===== config.mk =====
export PLATFORM = sky130hd
export DESIGN_NAME = demux_route_ctrl
export DESIGN_NICKNAME = d
export VERILOG_FILES = /design/src/rtl/demux_route_ctrl_pkg.sv /design/src/rtl/demux_route_ctrl_sync_fifo.sv /design/src/rtl/demux_route_ctrl.sv
export SDC_FILE = /design/constraint.sdc
export NUM_CORES = 1
export LEC_CHECK = 0
export ABC_AREA = 1
export CORE_ASPECT_RATIO = 0.75
export CORE_MARGIN = 3
export CORE_UTILIZATION = 30
export CTS_BUF_LIST = sky130_fd_sc_hd__clkbuf_16
export CTS_CLUSTER_SIZE = 20
export DETAILED_ROUTE_END_ITERATION = 8
export PLACE_DENSITY = 0.57
export SYNTH_ARGS = -nofsm -noshare
export SYNTH_HDL_FRONTEND = slang
export SYNTH_SLANG_ARGS = --single-unit

===== constraint.sdc =====
create_clock -name clk -period 3.05 [get_ports clk]
set_clock_uncertainty 0.1 [all_clocks]
set_input_delay 0.915 -clock clk [delete_from_list [all_inputs] [get_ports clk]]
set_output_delay 0.915 -clock clk [all_outputs]
set_load 0.005 [all_outputs]

===== src/rtl/demux_route_ctrl_pkg.sv =====
// Shared types and constants for the demux route controller.
// The controller queues (dest, data) words and hands them to the 3-to-8 demux.
package demux_route_pkg;

   localparam int NUM_DEST     = 8;
   localparam int DEST_W       = 3;
   localparam int ENTRY_DATA_W = 8;

   typedef enum logic {IDLE, SEND} state_t;

   typedef struct packed {
      logic [DEST_W-1:0]       dest;
      logic [ENTRY_DATA_W-1:0] data;
   } entry_t;

endpackage


===== src/rtl/demux_route_ctrl_sync_fifo.sv =====
// Single-clock FIFO with occupancy count.
// Pointers wrap modulo DEPTH. Pushes while full and pops while empty are ignored.
module sync_fifo
   import demux_route_pkg::*;
#(
   parameter int W     = DEST_W + ENTRY_DATA_W,
   parameter int DEPTH = 4
) (
   input  logic                     clk,
   input  logic                     rst_n,
   input  logic                     push,
   input  logic                     pop,
   input  logic [W-1:0]             wdata,
   output logic [W-1:0]             rdata,
   output logic                     full,
   output logic                     empty,
   output logic [$clog2(DEPTH):0]   count
);

   localparam int AW = $clog2(DEPTH);

   logic [W-1:0]  mem [DEPTH];
   logic [AW-1:0] wptr;
   logic [AW-1:0] rptr;
   logic          do_push;
   logic          do_pop;

   assign full    = (count == (AW+1)'(DEPTH));
   assign empty   = (count == '0);
   assign do_push = push && !full;
   assign do_pop  = pop && !empty;
   assign rdata   = mem[rptr];

   always_ff @(posedge clk or negedge rst_n) begin
      if (!rst_n) begin
         wptr  <= '0;
         rptr  <= '0;
         count <= '0;
      end else begin
         if (do_push) wptr <= wptr + AW'(1);
         if (do_pop)  rptr <= rptr + AW'(1);
         case ({do_push, do_pop})
            2'b10:   count <= count + (AW+1)'(1);
            2'b01:   count <= count - (AW+1)'(1);
            default: count <= count;
         endcase
      end
   end

   // Storage carries no reset; only pointers and count define validity.
   always_ff @(posedge clk) begin
      if (do_push) mem[wptr] <= wdata;
   end

endmodule


===== src/rtl/demux_route_ctrl.sv =====
// Sequencer feeding the 3-to-8 demux: buffers words, offers them one at a time,
// and drops a word whose sink stays unready for TIMEOUT cycles.
module demux_route_ctrl
   import demux_route_pkg::*;
#(
   parameter int DATA_W  = 8,
   parameter int DEPTH   = 4,
   parameter int TIMEOUT = 15
) (
   input  logic                  clk,
   input  logic                  rst_n,
   input  logic                  in_valid,
   output logic                  in_ready,
   input  logic [DATA_W-1:0]     in_data,
   input  logic [DEST_W-1:0]     in_dest,
   output logic [DEST_W-1:0]     sel,
   output logic [DATA_W-1:0]     out_data,
   output logic [NUM_DEST-1:0]   out_valid,
   input  logic [NUM_DEST-1:0]   out_ready,
   output logic                  busy,
   output logic                  drop_pulse,
   output logic [7:0]            drop_count
);

   localparam int EW = DEST_W + DATA_W;
   localparam int TW = $clog2(TIMEOUT) + 1;
   localparam logic [TW-1:0] TLAST = TW'(TIMEOUT - 1);

   function automatic logic [7:0] sat_inc8(input logic [7:0] v);
      return (v == 8'hFF) ? v : v + 8'd1;
   endfunction

   state_t                 state;
   state_t                 state_nxt;
   logic                   push;
   logic                   pop;
   logic                   full;
   logic                   empty;
   logic [$clog2(DEPTH):0] fcount;
   logic [EW-1:0]          head;
   logic                   hs;
   logic                   expire;
   logic [TW-1:0]          tcnt;

   assign in_ready   = !full;
   assign push       = in_valid && !full;
   assign hs         = (state == SEND) && out_ready[sel];
   assign expire     = (state == SEND) && !hs && (tcnt == TLAST);
   assign drop_pulse = expire;
   assign out_valid  = (state == SEND) ? (NUM_DEST'(1) << sel) : '0;
   assign busy       = (state == SEND) || (fcount != '0);

   sync_fifo #(
      .W     (EW),
      .DEPTH (DEPTH)
   ) u_fifo (
      .clk   (clk),
      .rst_n (rst_n),
      .push  (push),
      .pop   (pop),
      .wdata ({in_dest, in_data}),
      .rdata (head),
      .full  (full),
      .empty (empty),
      .count (fcount)
   );

   // A drop retires the word exactly like a handshake does.
   always_comb begin
      state_nxt = state;
      pop       = 1'b0;
      unique case (state)
         IDLE: begin
            if (!empty) begin
               pop       = 1'b1;
               state_nxt = SEND;
            end
         end
         SEND: begin
            if (hs || expire) begin
               if (!empty) pop = 1'b1;
               else        state_nxt = IDLE;
            end
         end
         default: state_nxt = IDLE;
      endcase
   end

   always_ff @(posedge clk or negedge rst_n) begin
      if (!rst_n) begin
         state      <= IDLE;
         sel        <= '0;
         out_data   <= '0;
         tcnt       <= '0;
         drop_count <= '0;
      end else begin
         state <= state_nxt;
         if (pop) {sel, out_data} <= head;
         tcnt <= ((state == SEND) && !hs && !expire) ? tcnt + TW'(1) : '0;
         if (expire) drop_count <= sat_inc8(drop_count);
      end
   end

endmodule


==> results of run 1 <==
## sequential cells by signal (all words and copies together), names as in the netlist
signal / count
state: 1
tcnt: 5
u_fifo.wptr: 2
drop_count: 8
u_fifo.count: 3
u_fifo.mem: 44
out_data: 8
u_fifo.rptr: 2
sel: 3
## how the worst max path moves through the flow
stage                 start              end  slack (ns)  cells after the start
2_1_floorplan  out_ready[7]  u_fifo.count[2]        0.37                     16
3_3_place_gp   out_ready[7]       drop_pulse       -0.31                      7
3_5_place_dp   out_ready[7]       drop_pulse       -0.33                      7
4_1_cts        out_ready[7]       drop_pulse        0.08                      7
5_1_grt        out_ready[7]  u_fifo.count[1]       0.008                     15
6_report       out_ready[7]       drop_pulse        0.08                      7
## per-layer routing
metal | track usage (%) | up-vias | part of all wire (%)
met2 | 18.8 | 65 | 45
met5 | 0 | - | 0
met4 | 4.31 | 0 | 1.4
met1 | 16.2 | 1141 | 47
met3 | 4.60 | 8 | 7.1
li1 | - | 1255 | -
## cell type report
class | instances | area [um2] | share of cell area [%]
Tap cell | 140 | 175 | 3.97
Clock buffer | 9 | 225 | 5.10
Timing Repair Buffer | 66 | 618 | 14.0
Multi-Input combinational cell | 224 | 1130 | 25.6
Sequential cell | 76 | 2120 | 48.1
Inverter | 27 | 101 | 2.30
Clock inverter | 7 | 45.0 | 1.02
## synthesized netlist by cell type, types with 3 or more instances
cell type	number
sky130_fd_sc_hd__a21oi_1	4
sky130_fd_sc_hd__clkbuf_1	7
sky130_fd_sc_hd__dfrtp_1	32
sky130_fd_sc_hd__edfxtp_1	44
sky130_fd_sc_hd__ha_1	8
sky130_fd_sc_hd__inv_1	25
sky130_fd_sc_hd__nand2_1	64
sky130_fd_sc_hd__nand3_1	23
sky130_fd_sc_hd__nand4_1	9
sky130_fd_sc_hd__nor2_1	60
sky130_fd_sc_hd__o21ai_0	35
sky130_fd_sc_hd__xnor2_1	3
sky130_fd_sc_hd__xor2_1	7
## through the flow
step | util, % | instances
final | 40.1 | 549
after global routing | 40.1 | 549
after CTS | 40.0 | 549
after detailed placement | 37.5 | 532
after global placement | 37.5 | 532
after floorplan | - | 339
## where the power goes
part,switching [uW],leakage (uW),internal [uW]
registers,184,0.000809,1380
logic,999,0.000913,760
clock network,404,0.000129,545
## logic make-up (layout without fill, tap and decap cells)
| logic type | Yosys count | count (layout) | synth area share (%) |
|---|---|---|---|
| AO/OA/AOI/OAI | 40 | 40 | 5.94 |
| XOR/XNOR | 10 | 10 | 2.55 |
| adder cells (fa/ha/maj) | 9 | 9 | 3.50 |
| buffers and inverters | 39 | 109 | 5.43 |
| flip-flops | 76 | 76 | 61.9 |
| AND/OR/NAND/NOR | 165 | 165 | 20.7 |
## worst reg2reg max path: cells and delay by family, from the launching register on
family,cells,cell delay [ns]
buffers and inverters,5,0.52
AND/OR/NAND/NOR,7,0.58
AO/OA/AOI/OAI,1,0.14
adder cells (fa/ha/maj),2,0.61
flip-flops,1,0.54
## what timing repair did
action,4_1_cts,5_1_grt
setup buffers,1,0
resized for setup,5,2
endpoints found under the setup margin,1,2
pin swaps,3,1
gates cloned,0,0
==> summary by stage, run 1 <==
GRT
The first-pass GRT wire length is 12.0 mm. For this run the aggregate overflow at the end of global routing stands at 0. The pin count of the biggest net entering global routing is 33. The via count of the first global-routing pass was 2369. The total global routing track utilization is 12.3%.

The initial antenna violation count is 0.

Synth
Synthesis handed over a netlist of 339 instances. The largest area contributor in the netlist is sky130_fd_sc_hd__edfxtp_1. The cell area after synthesis is 3430 um2.

The number of synthesis warnings is 0. After synthesis, the cell types taking the most area are sky130_fd_sc_hd__edfxtp_1 (39%), sky130_fd_sc_hd__dfrtp_1 (23%), sky130_fd_sc_hd__nand2_1 (7.0%). The per-instance average area after synthesis is 10.1 um2.

The share of synthesized area in the top cell type comes to 38.5%. In this run, synthesis produced a sequential element count of 76. The part of the Yosys area used for sequential elements is 61.9%.

The number of nets handed over by synthesis was 370. Counting distinct cell types in the post-synthesis netlist gives 28. The synthesized design contains 44 enable-type register cells. The flip-flop cell with the highest count after synthesis is sky130_fd_sc_hd__edfxtp_1. The share of synthesized flip-flops with an asynchronous set or reset is 42.1%.

Placement
The wire-length estimate of the detail-placed layout is 4.88 mm. Timing analysis after detailed placement gives a worst setup slack of -0.328 ns. After detailed placement, the total cell area comes to 4140 um2. Buffers placed on the I/O ports in this run total 51. The routability congestion estimate is 0.824.

Min path
Along the worst hold path, the cell count comes to 2. The path with the worst hold slack has its endpoint at out_data[1]. The launch instance of the worst min-delay path is out_data[1]. The path category of the worst min-delay check is reg2reg.

Status
The flow ran to the end, and the final reports show no timing, DRC or antenna violations.

Clock tree
The clock edge transition at the registers on the reported setup and hold paths is 0.06 ns. At the later pin of the worst-skew pair, clock insertion delay measures 0.33 ns. Buffers inserted during clock tree synthesis total 9. The count of hold-fix buffers inserted at cts is 0. The number of H-tree levels is 3.

The clock drives 76 sinks. In this run the clock root is driven by a sky130_fd_sc_hd__clkbuf_16. The clock tree from TritonCTS is done.

The maximum clock path buffer count is 2.

STA
The number of hold violations in the final report is 0. For the pin with the worst max-slew slack, the measured transition is 0.754 ns. The post-route setup TNS is 0 ns. The final period demand of the worst path is 2.97 ns. Final hold analysis gives a worst-case slack of 0.375 ns.

Setup repair after global routing left no endpoint under its margin. The final number of max-transition violations is 0. The count of final setup violators is 0.

The worst relative slew slack is 49.8%. After layout, the worst path uses 97.4% of the clock period. The timing-limited maximum frequency is 337 MHz. Once routing completed, OpenROAD measured the worst setup slack at 0.0798 ns.

Finish
The number of nets in the finished design is 435. The library cell used most frequently in the layout, excluding fill and tap cells, is sky130_fd_sc_hd__nand2_1. The final-layout fill cell count is 1071.

Compared with the post-synthesis result, the final layout area differs by 28.7%. Leaving out fill and tap cells, the most frequent cells in the layout are sky130_fd_sc_hd__nand2_1 (64), sky130_fd_sc_hd__nor2_1 (60), sky130_fd_sc_hd__clkdlybuf4s50_1 (50). The finished cells cover 4420 um2.

The post-route netlist has 10.3% of its cells at a drive strength greater than 1. The count of antenna diodes in the layout is 0.

Worst setup path
The endpoint kind of the worst setup timing path is a primary output. The largest delay contributor family on the critical path is buffers and inverters. The cell with the most instances on the worst path is sky130_fd_sc_hd__nand2_1.

The largest incremental delay on the critical path is 0.40 ns. The data arrival time of the worst path is 1.96 ns. The worst register-to-register path has a setup slack of 0.49 ns. The worst-path cell with the longest stage delay is sky130_fd_sc_hd__clkdlybuf4s50_1.

Traced cell by cell, the critical path runs through clkdlybuf4s50_1 > nand3_1 > nand2_1 > nor2_1 > nand2_1 > a21oi_2 > buf_2. The setup path with the least slack is of type in2out. The startpoint identified for the worst register-to-register timing path is sel[0]. The maximum fanout along the worst path is 2. STA puts the critical path data required time at 2.03 ns. The critical path buffer and inverter count is 2. The startpoint class of the critical path is a primary input. The critical register-to-register path endpoint is u_fifo.count[1].

The worst register-to-register path has a depth of 15.

Drt
The count of nets left with antenna violations once routing finished came out at 0. In the routed layout, each cell is associated on average with a via count of 4.50. The number of DRC violations after detailed routing is 0. Dividing the detail-routed wire length by the instance count gives 13.3 um. Before antenna repair, the detailed router went through 4 iterations. Across all layers, the routed design uses 2469 vias.

The detailed router finished its first iteration with 124 violations. The final wirelength is 7.29 mm.

Power and ir drop
The leakage power of the design is 0.00185 uW. IR analysis of the VDD net gives a maximum drop of 366 uV. The total power is 4270 uW. Power spread over the standard cell area amounts to 967 nW/um2.

Floorplanning
The placeable core region is 11000 um2. The die covers 12800 um2. The height of the die is 98.6 um. For this configuration, the core starts out at a cell density of 31.1%. The floorplan row count is 33.

The die width is 129 um. The boundary pin count is 52.

Run
The count of max-cap constraint violations is 0.
Power figures use the tool's default switching activity.
==> run 2: changes to the inputs <==
--- a/config.mk
+++ b/config.mk
@@ -12,7 +12,7 @@
 export CTS_BUF_LIST = sky130_fd_sc_hd__clkbuf_16
 export CTS_CLUSTER_SIZE = 20
 export DETAILED_ROUTE_END_ITERATION = 8
-export PLACE_DENSITY = 0.57
+export PLACE_DENSITY = 0.58
 export SYNTH_ARGS = -nofsm -noshare
 export SYNTH_HDL_FRONTEND = slang
 export SYNTH_SLANG_ARGS = --single-unit
==> summary by stage, run 2 (synthesis gave the netlist of run 1 again) <==
Clock tree
The buffer type at the clock tree root is sky130_fd_sc_hd__clkbuf_16. The maximum clock path buffer count is 2 (unchanged). The count of hold-fix buffers inserted at cts was 0 (unchanged).

TritonCTS built the clock tree. The clock edge transition at the registers on the reported setup and hold paths is 0.06 ns (about the same). The total clock buffers created by CTS is 9 (unchanged). The later-pin clock latency in the skew report is 0.33 ns (about the same).

The number of H-tree levels is 3 (unchanged). The total number of clock tree sinks is 76 (unchanged).

Floorplanning
The placeable core region was 11000 um2 (unchanged). The die area was 12800 um2 (unchanged). The height of the die was 98.6 um (unchanged).

The boundary pin count is 52 (unchanged). The die width came to 129 um (unchanged). The floorplan row count is 33 (unchanged). The starting utilization of the core area was 31.1% (unchanged).

Drt
The number of iterations in the first detailed-routing pass came to 4 (unchanged). The final antenna-violating net count is 0 (unchanged). The number of DRC violations after detailed routing is 0 (unchanged).

The final wirelength is 7.47 mm (+2.4%). The per-cell via count in the routed design is 4.56 (+1.5%). The routed length per placed instance is 13.7 um (+2.8%).

The starting DRC count in detailed routing is 155 (+25%). The total via count in the routed design is 2497 (+1.1%).

STA
The final number of max-transition violations is 0 (unchanged). The post-route clock period utilization was 95.9% (-1.4 points). The slew of the pin with the lowest slew margin is 0.714 ns (-0.0391 ns). The worst relative slew slack was 52.4% (+2.6 points). The count of final setup violators came to 0 (unchanged). Setup repair after global routing left no endpoint under its margin. The number of hold violations in the final report was 0 (unchanged). The timing-limited maximum frequency came to 342 MHz (+1.5%).

The final period demand of the worst path is 2.93 ns (-0.0439 ns). The worst path setup slack after routing is 0.124 ns (+0.0439 ns). The post-route setup TNS is 0 ns (unchanged).

Finish
The flip-flop and latch area was 2120 um2 (unchanged). The number of nets in the finished design was 433 (-0.46%). The top register by number of flip-flops is u_fifo.mem. The post-layout instance count excluding filler cells came to 547 (-0.36%). The number of flip-flops in the largest register is 44 (unchanged). The area added between synthesis and finish is 30.1%.

In the final layout, the registers with the most flip-flops are u_fifo.mem (44), drop_count (8), out_data (8). The count of antenna diodes in the layout is 0 (unchanged). The layout cell share with drive strength beyond 1 came to 10.1% (-0.20 points).

In the layout the commonest cells are sky130_fd_sc_hd__nand2_1 (63), sky130_fd_sc_hd__nor2_1 (60), sky130_fd_sc_hd__clkdlybuf4s50_1 (47). The library cell used most frequently in the layout, excluding fill and tap cells, is sky130_fd_sc_hd__nand2_1. The footprint of the multi-input gates came to 1140 um2 (+1.3%). The post-layout utilization of the core is 40.5% (+0.42 points). The final-layout fill cell count is 1091 (+1.9%). The final cell area excluding filler cells was 4460 um2 (+1.0%).

Worst setup path
The maximum fanout along the worst path is 2 (unchanged). STA classifies the critical path endpoint as a primary output. The kind of critical path is in2out. The required time reported for the critical path endpoint is 2.03 ns (about the same). The data arrival time of the worst path is 1.91 ns (-0.05 ns). The startpoint class of the critical path is a primary input.

Status
The flow ran to the end, and the final reports show no timing, DRC or antenna violations.

GRT
The met3 routing resource usage after global routing is 3.95% (-0.65 points). The pin count of the biggest net entering global routing is 33 (unchanged). The most heavily used metal layer in global routing is met2. The initial antenna violation count is 0 (unchanged).

The global-route congestion overflow total is 0 (unchanged). The via count of the first global-routing pass came to 2381 (+0.51%). The first-pass GRT wire length is 11.9 mm (-1.4%).

The total global routing track utilization is 12.1% (-0.20 points). The met1 capacity usage during global routing was 16.0% (-0.25 points). The global-route met2 utilization was 19.1% (+0.32 points).

Placement
The routability congestion estimate was 0.833 (+1.1%). The placed wire-length estimate is 5.07 mm (+4.0%). The pre-CTS setup slack is -0.317 ns (+0.0103 ns). The total placed instance area is 4130 um2 (-0.18%). The count of buffers from port buffering is 51 (unchanged). The cell total after placement is 531 (-0.19%).

Power and ir drop
The peak ir drop on the vdd network is 305 uV (-17%). The leakage power of the design is 0.00190 uW (+2.6%). The power per unit of standard cell area is 983 nW/um2 (+1.7%).

Run
The count of max-cap constraint violations is 0 (unchanged).

Min path
The worst hold path belongs to the class reg2reg.
==> run 2: cell types whose count changed in the layout (fill, tap and decap cells not counted), sizes merged, moves of 2 or more <==
cell	delta
buf	-2
bufinv	+2
clkdlybuf4s50	-3
clkinvlp	-2
dlymetal6s2s	+3
==> run 2: worst max-delay path, cell delays in order <==
cell and delay [ns]:
sky130_fd_sc_hd__clkdlybuf4s50_1 0.42, sky130_fd_sc_hd__nand3_2 0.07, sky130_fd_sc_hd__nand2_2 0.06, sky130_fd_sc_hd__nor2_1 0.10, sky130_fd_sc_hd__nand2_1 0.09, sky130_fd_sc_hd__a21oi_2 0.14, sky130_fd_sc_hd__buf_2 0.13
==> run 2: path summary, 6_finish.rpt <==
check	cells after the start	slack, ns	start	to
worst max register to register	14	0.66	sel[1]	u_fifo.count[1]
min in group asynchronous	2	0.91	rst_n	u_fifo.count[2]
worst max-delay path	7	0.12	out_ready[6]	drop_pulse
worst min-delay path	2	0.37	out_data[4]	out_data[4]
max in group asynchronous	2	1.63	rst_n	out_data[5]
worst min register to register	2	0.37	out_data[4]	out_data[4]
==> run 2: routing by layer <==
metal / up-vias / part of all wire (%) / routed length [um]
met4: 0 / 0.72 / 54
li1: 1253 / - / -
met5: - / 0 / 0
met1: 1172 / 47 / 3510
met3: 4 / 6.9 / 513
met2: 68 / 45 / 3390
==> run 2: area by class of cell <==
cell class / count / share of cell area [%]
Clock buffer: 9 / 5.05
Clock inverter: 7 / 1.88
Inverter: 27 / 2.27
Multi-Input combinational cell: 224 / 25.6
Sequential cell: 76 / 47.6
Tap cell: 140 / 3.93
Timing Repair Buffer: 64 / 13.7
==> run 2: where the power goes <==
group	switching, uW	internal, uW
Combinational	995	745
Clock	378	705
Sequential	184	1380
==> run 2: what timing repair did <==
item                       4_1_cts  5_1_grt
setup endpoints to repair        1        1
buffers inserted                 0        0
cloned                           0        0
pin swaps                        1        7
gates resized for setup          5        7
==> run 2: stage by stage <==
step	hold slack, ns	total power [uW]
6_report	0.366	4390
3_3_place_gp	0.366	3320
3_5_place_dp	0.362	3360
5_1_grt	0.413	4750
4_1_cts	0.375	4480
2_1_floorplan	0.349	2720
